**src/rtl/memory_system.sv**
```systemverilog
// Memory and I/O subsystem behind the CPU: 128 B ROM, 96 B RAM, 16 output and 16 synchronized input ports,
// plus a byte-stream program loader that holds the CPU in reset while it fills the array.
module memory_system #(
    parameter int PROG_BYTES  = 224,
    parameter int SYNC_STAGES = 2
) (
    input  logic         clk,
    input  logic         rst,
    input  logic [7:0]   address,
    input  logic [7:0]   data_in,
    input  logic         write_en,
    output logic [7:0]   data_out,
    input  logic [127:0] port_in,
    output logic [127:0] port_out,
    input  logic         load_start,
    input  logic         load_valid,
    input  logic [7:0]   load_data,
    output logic         load_ready,
    output logic         load_done,
    output logic         cpu_hold
);

    typedef enum logic [1:0] {
        S_IDLE,
        S_LOAD,
        S_DONE
    } state_t;

    localparam logic [7:0] LAST_PTR = 8'(PROG_BYTES - 1);

    state_t         r_state;
    state_t         w_state_next;
    logic [7:0]     r_ptr;
    logic [7:0]     w_ptr_next;
    logic           w_xfer;
    logic           w_hold_next;
    logic           w_cpu_we;
    logic [7:0]     w_rdata;
    logic [7:0]     r_data_out;
    logic [127:0]   r_port_out;
    logic [127:0]   r_sync [SYNC_STAGES];
    logic [127:0]   w_sync;
    logic [7:0]     r_mem [0:223];

    // Loader FSM: state register
    always_ff @(posedge clk or negedge rst) begin
        if (!rst) begin
            r_state <= S_IDLE;
            r_ptr   <= '0;
        end else begin
            r_state <= w_state_next;
            r_ptr   <= w_ptr_next;
        end
    end

    always_comb begin
        w_state_next = r_state;
        w_ptr_next   = r_ptr;
        w_xfer       = 1'b0;
        load_ready   = 1'b0;
        load_done    = 1'b0;
        cpu_hold     = 1'b0;
        case (r_state)
            S_IDLE: begin
                if (load_start) begin
                    w_state_next = S_LOAD;
                    w_ptr_next   = '0;
                end
            end
            S_LOAD: begin
                load_ready = 1'b1;
                cpu_hold   = 1'b1;
                if (load_valid) begin
                    w_xfer     = 1'b1;
                    w_ptr_next = r_ptr + 8'd1;
                    if (r_ptr == LAST_PTR) begin
                        w_state_next = S_DONE;
                    end
                end
            end
            S_DONE: begin
                load_done    = 1'b1;
                cpu_hold     = 1'b1;
                w_state_next = S_IDLE;
            end
            default: begin
                w_state_next = S_IDLE;
            end
        endcase
    end

    assign w_hold_next = (w_state_next != S_IDLE);
    assign w_cpu_we    = write_en && !cpu_hold;

    // Array has no reset; the loader owns it while cpu_hold is high, so the two writers never collide.
    always_ff @(posedge clk) begin
        if (w_xfer) begin
            r_mem[r_ptr] <= load_data;
        end else if (w_cpu_we && address >= 8'h80 && address < 8'hE0) begin
            r_mem[address] <= data_in;
        end
    end

    always_ff @(posedge clk or negedge rst) begin
        if (!rst) begin
            r_port_out <= '0;
        end else if (w_cpu_we && address[7:4] == 4'hE) begin
            r_port_out[{address[3:0], 3'b000} +: 8] <= data_in;
        end
    end

    always_ff @(posedge clk or negedge rst) begin
        if (!rst) begin
            for (int unsigned i = 0; i < SYNC_STAGES; i++) begin
                r_sync[i] <= '0;
            end
        end else begin
            r_sync[0] <= port_in;
            for (int unsigned i = 1; i < SYNC_STAGES; i++) begin
                r_sync[i] <= r_sync[i-1];
            end
        end
    end

    assign w_sync = r_sync[SYNC_STAGES-1];

    always_comb begin
        w_rdata = '0;
        if (address < 8'hE0) begin
            w_rdata = r_mem[address];
        end else if (!address[4]) begin
            w_rdata = r_port_out[{address[3:0], 3'b000} +: 8];
        end else begin
            w_rdata = w_sync[{address[3:0], 3'b000} +: 8];
        end
    end

    // Forcing on the next hold value keeps data_out at zero for every cycle cpu_hold is high.
    always_ff @(posedge clk or negedge rst) begin
        if (!rst) begin
            r_data_out <= '0;
        end else if (w_hold_next) begin
            r_data_out <= '0;
        end else begin
            r_data_out <= w_rdata;
        end
    end

    assign data_out = r_data_out;
    assign port_out = r_port_out;

endmodule

```
**config.mk**
```make
export PLATFORM = sky130hd
export DESIGN_NAME = memory_system
export DESIGN_NICKNAME = d
export VERILOG_FILES = /design/src/rtl/memory_system.sv
export SDC_FILE = /design/constraint.sdc
export NUM_CORES = 2
export LEC_CHECK = 0
export BUFFER_PORTS_ARGS = -buffer_cell sky130_fd_sc_hd__buf_2
export CORE_MARGIN = 5
export CORE_UTILIZATION = 60
export CTS_BUF_LIST = sky130_fd_sc_hd__clkbuf_8 sky130_fd_sc_hd__clkbuf_16
export DETAILED_ROUTE_END_ITERATION = 10
export PLACE_DENSITY_LB_ADDON = 0.25
export SYNTH_ARGS = -nofsm -noshare
export SYNTH_HDL_FRONTEND = slang
export SYNTH_SLANG_ARGS = --single-unit
```
**constraint.sdc**
```tcl
create_clock -name clk -period 13.1 [get_ports clk]
set_input_delay 0.655 -clock clk [delete_from_list [all_inputs] [get_ports clk]]
set_output_delay 0.655 -clock clk [all_outputs]
set_load 0.05 [all_outputs]
```
Yosys cells after proc, flatten, opt, wreduce, memory -nomap -nowiden
Memories as Yosys holds them, arrays and structs flattened.
Cells that the tools add are included.

storage, ports and cells
  memories kept = 1
  output and inout port bits = 139
  memory bits (writable) = 1792
  input port bits = 157
  register bits after elaboration = 402
  logic and storage cells = 56

operators by class
  eq/ne operators = 6
  shift-type cells = 4
  reductions and logical operators = 11
  magnitude comparators = 2
  muxes and demuxes = 24
  $add $sub $neg = 2

memory list
  name   depth  bits a word  rd ports  clocked after Yosys merged registers in  write ports  line  source
  r_mem  224    8            1         0                                        1            43    logic [7:0] r_mem [0:223];

operators by type and width
  cell                                                   count
  variable part select 128 x 8 -> 8 bit                  2
  bitwise mux 128 bit                                    1
  variable shift 8 x 9 -> 128 bit, first input constant  1
  variable part select 8 x 9 -> 128 bit                  1
  two-way mux 8 bit                                      7
  one-hot mux 8 bit (2 select lines)                     1
  two-way mux 1 bit                                      11
  negation 7 -> 9 bit                                    1
  adder 8 x 1 -> 8 bit, second input constant            1
  == test 8 bit, second input constant                   1
  >= comparator 8 bit, second input constant             1
  less-than comparator 8 bit, second input constant      1
  OR reduction 8 bit                                     1
  two-way mux 2 bit                                      3
  == test 4 bit, second input constant                   1
  logical AND 1 bit                                      4
  != test 2 bit, second input constant                   2
  one-hot mux 2 bit (2 select lines)                     1
  nonzero test 2 bit                                     2
  AND reduction 3 bit                                    1
  == test 2 x 1 -> 1 bit, second input constant          1
  == test 2 bit, second input constant                   1
  logical NOT 2 bit                                      1
  OR reduction 2 bit                                     1
  logical NOT 1 bit                                      1

Logic depth before layout (Yosys ltp)
  depth in word-level cells = 12
  gate-level depth with buffers = 13
  depth with buffers taken out = 9

Worst setup path after synthesis
OpenSTA, ideal clock, no wires.

  path type = flip-flop to flip-flop
  start point = reg r_state[1]
  end point = mem r_mem[0][0], data pin
  stages on the path, launching flop included = 11
  path buffers = 4
  required time = 12.355 ns
  period minus slack after synthesis = 5.351 ns
  path slack = 7.749 ns
  arrival time = 4.607 ns
  library setup time = 0.745 ns
  cells stage by stage = dfrtp_1 inv_1 ha_1 buf_2 nand2_1 nand4_1 buf_2 buf_2 buf_2 nand2_1 nand2_1

on the way
  cells in the longest elaborated chain, start to end = 12
  elaborated cells between the ends (all ways) = 14
  classes of those cells = 2 x eq/ne; 6 x mux; 6 x reduce/logical

RTL lines
  what                                                     line  source
  start, declared                                          31    state_t r_state;
  start signal, assigned                                   51    r_state <= w_state_next;
  == test 2 x 1 -> 1 bit or == test 2 bit (tied branches)  63    case (r_state)
  OR reduction 2 bit (no line)                             -
  two-way mux 1 bit                                        63
  logical NOT 1 bit                                        93    assign w_cpu_we = write_en && !cpu_hold;
  logical AND 1 bit                                        93
  logical AND 1 bit (2 in series)                          99    end else if (w_cpu_we && address >= 8'h80 && address < 8'hE0) begin
  two-way mux 1 bit                                        99
  two-way mux 1 bit (*)                                    97    if (w_xfer) begin
  two-way mux 1 bit (not written as such) (*)              100   r_mem[address] <= data_in;
  OR reduction 8 bit (no line) (*)                         -
  two-way mux 8 bit (no line) (*)                          -
  end, declared                                            43

Every way passes the cells marked *; elsewhere a longest branch is shown, timed or not.

Worst setup path after layout
  start point = reg r_state[0]
  end point = mem r_mem[55][5], data pin

Same word-level chain as after synthesis.

==> run summary <==
The measured slew at the worst slew-check pin was 1.34 ns. Data on the critical path is required at its endpoint by 13.61 ns. The worst setup path is of the reg2reg kind. Type of destination of the critical path: a flip-flop. Total detailed-routing wirelength: 231000 µm.

Buffers added to address setup during post-CTS repair amount to 0. For the finished layout, the period the worst path requires is 5.13 ns. The worst ir drop on vdd is 0.000166 V, and the vertical die dimension is 387 µm. For this run, the post-layout net count is 5087. The area fraction of the dominant cell type after synthesis was 63.0%; the fraction of power spent switching nets was 24.4%. Total clock buffers created by CTS: 209.

After global routing the overflow that remains totals 0. The worst slack on hold paths came out at 0.233 ns. Measured against its own limit, the worst slew margin works out to 9.71%. The tightest min-delay check is of the in2reg type.

The sequential fraction of the synthesis area came out at 74.8%. The run gives 0.85 ns as the clock network latency to the later pin of the worst-skew pair. The fraction of final layout cells sized beyond drive strength 1 works out to 23.0%.

The number of enable flip-flop cells after synthesis was 1792. The logs give 47231 for the via total after detailed routing and 0 ns for the final-layout setup total negative slack. On the worst path, the slowest cell contributes a delay of 1.00 ns. The maximum number of pins on one net before global-route repair came out at 157. After synthesis, the netlist uses 72 different library cells. The number of fill cells in the layout was 8765; the sequential fraction of design power was 52.9%.

Across all register-to-register paths, the minimum setup slack is 7.97 ns. Combinational fraction of design power: 8.7%. The element type at the critical path start was a flip-flop. The die covers 150000 µm².

The run gives 4487 as the synthesized netlist cell count. Setup repair after global routing left no endpoint under its margin. The longest clock path from root to sink contains 3 buffers. The flow ran to the end, and the final reports show no timing, DRC or antenna violations. For this design the ratio of total power to cell area is 155 nW/µm². Summed over all nets, the switching power comes to 3.65 mW. After synthesis the netlist holds a flip-flop and latch count of 2194. The tools report the clock tree root buffer cell as clkbuf_16. The number of buffers and inverters on the critical path is 3. The worst-case setup slack after placement is 7.34 ns. The effective utilization at floorplan is 60.4%. The most used cell along the critical path was buf_4.

The clock-pin transition on the worst setup and hold timing paths is 0.07 ns, and the smallest setup slack after layout is 7.97 ns. The hold violation total from the final report was 0. The cell area that synthesis handed to floorplanning was 85400 µm².

After synthesis, the cell types taking the most area are edfxtp_1, dfrtp_1, mux4_2, mux2i_1, mux2_2. Derived from the worst setup path, the maximum achievable clock frequency is 195 MHz. Of all cell types, the one taking the most synthesized area is edfxtp_1. The first-pass GRT wire length came out at 331000 µm. The family with the most delay on the worst path was simple AND/OR/NAND/NOR gates. Along the worst path, the maximum fanout reaches 105. The die is 387 µm wide. On the critical path, the stage with the largest delay is an instance of buf_4.

Once detail routing completed, the nets flagged for antenna violations numbered 0. At the end of routability-driven placement, the weighted congestion stood at 0.911. The worst clock skew is 0.0523 ns, and the number of endpoints failing setup at the final stage is 0. The via count normalized by instance count works out to 6.75. After synthesis, the mean cell area works out to 19.0 µm².

The number of slew-limit violations in the final report is 0, and the share of flip-flops with an asynchronous set or reset after synthesis is 18.3%. STA puts the critical path data arrival time at 5.64 ns. TritonCTS built the clock tree. For this run, the leading register cell type out of synthesis is edfxtp_1. The logs give 38.4% for the share of power burned in the clock network and 5980 for the iteration-0 DRC count of the detailed router.

The area growth from synthesis to layout is 12.5%. Internal power comes to 11.3 mW. During I/O placement, the number of pins put on the boundary was 296. For the final routed DRC violation total, the log shows 0. The critical path goes through inv_1 -> ha_1 -> nor2b_1 -> and4_1 -> nand2_1 -> nand2_4 -> buf_4 -> buf_4. The logs give 24 for the initial antenna violation count and 141000 µm² for the area of the core.

In the final routed layout, each cell accounts on average for 32.9 µm. Of the available clock period, the critical path in the final layout requires 39.2%. Across the run, the number of max-cap violations was 0. The aggregate global-route resource usage was 30.5%; the number of nets produced by synthesis was 4649. The commonest cells after synthesis are edfxtp_1, dfrtp_1, mux2i_1, mux4_2, nor2_1. The area used by sequential logic in the layout was 63900 µm²; the count of clock tree sinks was 2194. The logs give 143000 µm for the post-DP HPWL and 46470 for the via count of the first global-routing pass. The reported leakage power came out at 33.8 nW. Maximum level of the CTS H-tree: 4. The tools report the iteration count of the initial detailed-routing pass as 6. The port buffer count was 295. The floorplan has 138 rows.

Among all cell types in the netlist, the one instantiated most often is edfxtp_1. Summing all multi-input logic gate instances after layout gives 19700 µm². The total of warnings raised by yosys came out at 0.
## layout by cell type, fill, tap and decap left out, types with 7 or more instances in the layout
cell           Yosys  final
edfxtp_1        1792   1792
dfrtp_1          402    402
mux2i_1          368    368
mux4_2           320    320
nor2_1           301    301
buf_2             61    289
clkbuf_16          0    210
o221ai_1         153    153
dlygate4sd3_1      0    129
mux2_2           124    124
a21oi_1           93     93
o22ai_1           84     84
nand2_1           89     81
buf_4             31     76
inv_1             13     66
nor3_1            65     64
o21ai_0           62     62
clkinv_2           0     40
clkinv_1           1     39
nand3_1           30     30
and2_1            27     27
a31oi_1           24     24
a211oi_1          22     22
mux4_1            20     20
nand2b_1          31     19
or2_2             18     18
clkbuf_8           0     17
a22oi_1           16     16
diode_2            0     13
nand4_1           11     11
or3_1             11     11
nand2b_2           0     11
and3_1            10     10
o31ai_1           10     10
nor2b_1            9      8
nor4_1             8      8
nand2_4            0      8
o32ai_1            7      7
a221oi_1           7      7
## logic make-up (layout without fill, tap and decap cells)
family	Yosys count	after routing	synth area share (%)
adders and majority gates	5	5	0.0733
muxes	838	838	15.1
buffers and inverters	291	903	2.25
AOI/OAI and AO/OA	515	515	4.23
DFF	2194	2194	74.8
other	0	13	0
and+or+nand+nor	637	637	3.48
xor gates and xnor gates	7	7	0.0718
## final timing paths
kind                            endpoint        start  cells after the start
max                         r_mem[55][5]   r_state[0]                      8
min                           r_state[0]   load_start                      3
max reg2reg                 r_mem[55][5]   r_state[0]                      8
min reg2reg                   w_sync[39]  r_sync[167]                      0
max in group asynchronous    data_out[7]          rst                      4
min in group asynchronous  port_out[119]          rst                      2
## tightest hold or removal path: stages
cell and delay, ns:
buf_2 0.18, a21oi_1 0.15, a21oi_1 0.05
## area by class of cell
type                    instances  area share (%)
diodes                         13          0.0339
clock buffers                 227            5.71
clock inverters               158            1.13
inverters                      15          0.0612
multi-input cells            2002            20.5
flip-flops and latches       2194            66.5
well taps                    1890            2.46
repair buffers                503            3.59
## state kept, by name, summed over array words and instances (netlist names)
register / flops
r_sync: 128
r_state: 2
port_out: 128
data_out: 8
r_mem: 1792
r_ptr: 8
w_sync: 128
## power by group through the flow
| stage | clock network [mW] | logic [mW] | registers, mW |
|---|---|---|---|
| global placement | 0 | 1.21 | 8.02 |
| CTS | 5.78 | 1.27 | 7.88 |
| detailed placement | 0 | 1.24 | 8.02 |
| floorplan | 0 | 0.646 | 8.14 |
| finish | 5.74 | 1.30 | 7.89 |
| global route | 6.09 | 1.35 | 7.89 |
## through the flow
stage	power (mW)	std cells	utilization (%)	cell area, µm²
final	14.9	7002	67.9	96100
after global routing	15.3	6995	67.9	96000
after CTS	14.9	6989	67.9	96000
after detailed placement	9.26	6475	62.3	88100
after global placement	9.23	6475	62.3	88100
after floorplan	8.78	4487	-	85400
## routing by layer
metal  track usage (%)  vias to the layer above  wire length, µm
li1                  -                    18989                -
met1              42.4                    24500            84700
met2              46.0                     3139           108000
met3              9.62                      587            28000
met4              12.1                       16            10400
met5                 0                        -               93
## what timing repair did
action / CTS / global route
endpoints found under the hold margin: 232 / 0
hold buffers: 129 / 0
gates resized for setup: 0 / 0
No activity file was read; power rests on OpenSTA's default activity.
